**config.mk**
```make
export PLATFORM = sky130hd
export DESIGN_NAME = muldiv_ctrl
export DESIGN_NICKNAME = d
export VERILOG_FILES = /design/src/rtl/muldiv_pkg.sv /design/src/rtl/md_cycle_counter.sv /design/src/rtl/muldiv_ctrl.sv
export SDC_FILE = /design/constraint.sdc
export NUM_CORES = 1
export LEC_CHECK = 0
export CAP_MARGIN = 10
export CORE_MARGIN = 10
export CORE_UTILIZATION = 37
export DETAILED_ROUTE_END_ITERATION = 12
export GPL_ROUTABILITY_DRIVEN = 0
export PLACE_DENSITY = 0.83
export SYNTH_ARGS = -nofsm -noshare
export SYNTH_HDL_FRONTEND = slang
export SYNTH_HIERARCHICAL = 1
export SYNTH_SLANG_ARGS = --single-unit
```
**constraint.sdc**
```tcl
create_clock -name clk -period 2.5 [get_ports clk]
set_clock_uncertainty 0.1 [all_clocks]
set_input_delay 0.625 -clock clk [delete_from_list [all_inputs] [get_ports clk]]
set_output_delay 0.625 -clock clk [all_outputs]
set_load 0.05 [all_outputs]
```
**src/rtl/muldiv_pkg.sv**
```systemverilog
// Shared types and constants for the mult/div sequencer.
package muldiv_pkg;

    typedef enum logic [2:0] {
        IDLE,
        MRUN,
        DRUN,
        WB,
        DONE,
        DZ
    } mdState_t;

    localparam logic SEL_MULT = 1'b0;
    localparam logic SEL_DIV  = 1'b1;

endpackage

```
**src/rtl/md_cycle_counter.sv**
```systemverilog
// Loadable down-counter that saturates at zero; tracks remaining unit iterations.
module md_cycle_counter #(
    parameter int unsigned CNT_W = 6
) (
    input  logic             clk,
    input  logic             reset,
    input  logic             load,
    input  logic [CNT_W-1:0] value,
    input  logic             clear,
    output logic             zero
);

    logic [CNT_W-1:0] countQ;

    always_ff @(posedge clk or negedge reset) begin
        if (!reset) begin
            countQ <= '0;
        end else if (clear) begin
            countQ <= '0;
        end else if (load) begin
            countQ <= value;
        end else if (countQ != '0) begin
            countQ <= countQ - CNT_W'(1);
        end
    end

    assign zero = (countQ == '0);

endmodule

```
**src/rtl/muldiv_ctrl.sv**
```systemverilog
// Sequencer for the iterative mult/div units: issues the start pulse, waits out the
// fixed latency, writes HI/LO and signals completion or divide-by-zero.
module muldiv_ctrl
    import muldiv_pkg::*;
#(
    parameter int unsigned MULT_CYCLES = 32,
    parameter int unsigned DIV_CYCLES  = 32,
    parameter int unsigned CNT_W       = 6
) (
    input  logic        clk,
    input  logic        reset,
    input  logic        start_mult,
    input  logic        start_div,
    input  logic [31:0] divisor,
    input  logic        abort,
    output logic        mult_start,
    output logic        div_start,
    output logic        hi_write,
    output logic        lo_write,
    output logic        hi_sel,
    output logic        lo_sel,
    output logic        busy,
    output logic        done,
    output logic        div0_exc
);

    localparam logic [CNT_W-1:0] MultLoad = CNT_W'(MULT_CYCLES - 1);
    localparam logic [CNT_W-1:0] DivLoad  = CNT_W'(DIV_CYCLES - 1);

    mdState_t         stateQ, stateD;
    logic             opQ, opD;
    logic             firstQ, firstD;
    logic             cntLoad, cntClear, cntZero;
    logic [CNT_W-1:0] cntLoadVal;

    md_cycle_counter #(
        .CNT_W(CNT_W)
    ) uCounter (
        .clk  (clk),
        .reset(reset),
        .load (cntLoad),
        .value(cntLoadVal),
        .clear(cntClear),
        .zero (cntZero)
    );

    always_ff @(posedge clk or negedge reset) begin
        if (!reset) begin
            stateQ <= IDLE;
            opQ    <= SEL_MULT;
            firstQ <= 1'b0;
        end else begin
            stateQ <= stateD;
            opQ    <= opD;
            firstQ <= firstD;
        end
    end

    always_comb begin
        stateD     = stateQ;
        opD        = opQ;
        firstD     = 1'b0;
        cntLoad    = 1'b0;
        cntClear   = 1'b0;
        cntLoadVal = '0;
        // Abort overrides everything, including a start arriving in IDLE.
        if (abort) begin
            stateD   = IDLE;
            cntClear = 1'b1;
        end else begin
            unique case (stateQ)
                IDLE: begin
                    if (start_mult) begin
                        stateD     = MRUN;
                        opD        = SEL_MULT;
                        firstD     = 1'b1;
                        cntLoad    = 1'b1;
                        cntLoadVal = MultLoad;
                    end else if (start_div) begin
                        opD = SEL_DIV;
                        if (divisor != 32'd0) begin
                            stateD     = DRUN;
                            firstD     = 1'b1;
                            cntLoad    = 1'b1;
                            cntLoadVal = DivLoad;
                        end else begin
                            stateD = DZ;
                        end
                    end
                end
                MRUN, DRUN: begin
                    if (cntZero) begin
                        stateD = WB;
                    end
                end
                WB:      stateD = DONE;
                DONE:    stateD = IDLE;
                DZ:      stateD = IDLE;
                default: stateD = IDLE;
            endcase
        end
    end

    // Every output is a decode of registered state, so async reset clears them at once.
    assign mult_start = (stateQ == MRUN) && firstQ;
    assign div_start  = (stateQ == DRUN) && firstQ;
    assign hi_write   = (stateQ == WB);
    assign lo_write   = (stateQ == WB);
    assign hi_sel     = opQ;
    assign lo_sel     = opQ;
    assign busy       = (stateQ != IDLE);
    assign done       = (stateQ == DONE);
    assign div0_exc   = (stateQ == DZ);

endmodule
```
==> results.txt <==
outcome -> finished, final reports clean
vias in the first global route -> 904
critical path cell sequence -> clkdlybuf4s50_1 -> nor4_1 -> nand4_1 -> nor2_2 -> o21ai_1 -> buf_4 -> nor2b_1 -> a221o_2
Synth area leaders -> dfrtp_1, nor4_1, nor3_1
reg-to-reg startpoint -> stateQ[0]
Synthesized Nets -> 129
critical path peak fanout -> 7
Post-Syn Instances -> 90
first-pass GRT wire length -> 4202 microns
CTS tree -> built
Crit path largest cell delay -> 0.40 ns
most frequent cells in the layout -> clkdlybuf4s50_1, buf_4, dfrtp_1
Max IR drop VDD -> 669.9 uV
Total Routing Usage GR -> 0.1197
antenna viol nets, final -> 0
Finished Layout Cells -> 169
Iteration-0 DRC Markers -> 17
Worst Hold Class -> register to register
Worst setup SP type -> input pin
I/O Buffers -> 45
CTS Buffer Depth -> 2
leakage power -> 0.5366 nW
Syn Area/Cell -> 8.745 sq um
Die ar. -> 4372 sq um
Filler cells -> 154
setup ws final -> 0.08765 ns
RR Endpoint -> uCounter/countQ[5]
Worst path slowest cell -> clkdlybuf4s50_1
# setup viols final -> 0
initial antenna violation count -> 0
post-synthesis register bit count -> 11
via count -> 884
Sink Count -> 11
Die H -> 66.12 microns
core area -> 2002 sq um
Design Area, Final -> 1336 sq um
drt first pass iters -> 4
CTS buffer count -> 3
Required @ worst endpoint -> 2.55 ns
number of cells on the critical path -> 8
Clock Latency Late Sink -> 0.27 ns
largest net degree at the start of global routing -> 12
Post-CTS Setup Bufs -> 0
Worst Path Buf+Inv -> 2
Power Dens Cells -> 850.2 nW/um^2
worst rel slew slack -> 0.6648
R2R setup slack -> 0.60 ns
Reg clk slew, reported paths -> 0.07 ns
DP Cell Count -> 165
FF+latch area -> 275.3 sq um
die width -> 66.12 microns
area leader, netlist -> dfrtp_1
Post-Route WL -> 2706 microns
mapped cell area -> 787.0 sq um
DRC -> 0
CP delay by family, top -> simple AND/OR/NAND/NOR gates
multi-input logic area -> 493.0 sq um
n_diodes -> 0
root buffer cell -> clkbuf_4
fin. max-slew vios -> 0
RSZ-0062 raised after global routing -> no
commonest non-fill, non-tap cell in the layout -> clkdlybuf4s50_1
CP Capture Type -> register
Hold Fails Final Rpt -> 0
share of cells above drive strength 1 -> 0.2113
H-tree levels -> 1
top-area cell type share of the netlist area -> 0.3498
Unique masters post-synth -> 37
Layout Nets -> 182
Setup Slack @ Placement -> -0.3815 ns
total congestion overflow -> 0
IO Pins -> 46
CP Class -> input pin to register
CP endpoint -> uCounter/countQ[0]
WP data arrival -> 2.47 ns
num rows -> 16
fin util -> 0.6675
Area Growth Syn to Fin -> 69.79%
CP startpoint -> divisor[25]
Syn. warnings -> 6
post-synthesis sequential area ratio -> 0.3498
dpl cell area -> 1281 sq um
fin crit share -> 0.9649
final worst path period need -> 2.412 ns
HPWL after DPL -> 2297 microns
Routed WL per cell -> 16.01 microns
Vias/cell -> 5.231
Max Cap Viol -> 0
fmax -> 414.5 MHz
Initial Util -> 0.3931
final total power -> 1.136 mW
worst reg2reg path depth -> 7
Worst Tran Pin Value -> 0.5012 ns
## worst min-delay path, stage by stage (launching register included)
cell	delay, ns
dfrtp_1	0.37
a21oi_1	0.05
a21oi_1	0.11
## cells in the mapped netlist
library cell	number
a2111oi_0	2
a21bo_2	1
a21oi_1	5
a221o_2	2
a221oi_1	1
a311oi_1	1
a32o_1	1
and3_2	1
and3b_1	1
buf_2	2
buf_4	2
conb_1	1
dfrtp_1	11
ha_1	2
inv_1	6
nand2_1	7
nand2b_1	2
nand4_1	2
nand4b_1	1
nor2_1	7
nor2_4	1
nor2b_1	2
nor3_1	6
nor4_1	9
nor4_4	1
o211ai_1	1
o21ai_0	1
o21ai_1	2
o22ai_1	1
o311a_1	1
o31ai_1	1
o41ai_1	1
or2b_1	1
or3_2	1
or3_4	1
xnor2_1	1
xor2_1	1
## how the worst min path moves through the flow
stage,cells after the start,to,slack (ns),from
after global placement,2,hi_sel,0.45,hi_sel
final,2,hi_sel,0.48,hi_sel
after detailed placement,2,hi_sel,0.45,hi_sel
after floorplan,0,firstQ,0.23,reset
after global routing,2,uCounter/countQ[5],0.53,uCounter/countQ[5]
after CTS,2,hi_sel,0.49,hi_sel
## layer usage
layer	track usage	vias to the layer above	wire, microns
li1	-	446	-
met1	0.1236	415	1054
met2	0.2237	19	1488
met3	0.03390	4	125
met4	0.03927	0	38
met5	0	-	0
## layout make-up
type	count	share of cell area
Multi-Input combinational cell	69	0.3689
Timing Repair Buffer	52	0.3633
Sequential cell	11	0.2060
Tap cell	27	0.02528
Clock buffer	4	0.01966
Inverter	6	0.01685
## through the flow
step           setup TNS [ns]  hold WS (ns)
2_1_floorplan               0        0.2294
3_3_place_gp          -0.7020        0.4516
3_5_place_dp           -1.519        0.4510
4_1_cts                     0        0.4915
5_1_grt                     0        0.5327
6_report                    0        0.4807
## sequential cells by signal, summed over array words and instances, names as in the netlist
| signal | flops |
|---|---|
| stateQ | 3 |
| uCounter/countQ | 6 |
| firstQ | 1 |
| hi_sel | 1 |
## cells by family (layout without fill, tap and decap cells)
logic type | count (synthesis) | after routing | share of synthesized area
AO/OA/AOI/OAI | 21 | 21 | 0.2003
XOR/XNOR | 2 | 2 | 0.02226
adder cells (fa/ha/maj) | 2 | 2 | 0.03179
buffers and inverters | 10 | 62 | 0.06041
flip-flops | 11 | 11 | 0.3498
other | 1 | 1 | 0.004765
AND/OR/NAND/NOR | 43 | 43 | 0.3307
## power by group
| group | total (mW) | switching (mW) | internal (mW) |
|---|---|---|---|
| Sequential | 0.320 | 0.0802 | 0.240 |
| Combinational | 0.694 | 0.376 | 0.317 |
| Clock | 0.122 | 0.0606 | 0.0617 |
| Total | 1.14 | 0.517 | 0.619 |
## repair_timing
action | CTS | global route
hold buffers | 0 | 0
pin swaps | 0 | 3
resized for setup | 4 | 3
endpoints found under the setup margin | 2 | 4
Power figures use the tool's default switching activity.
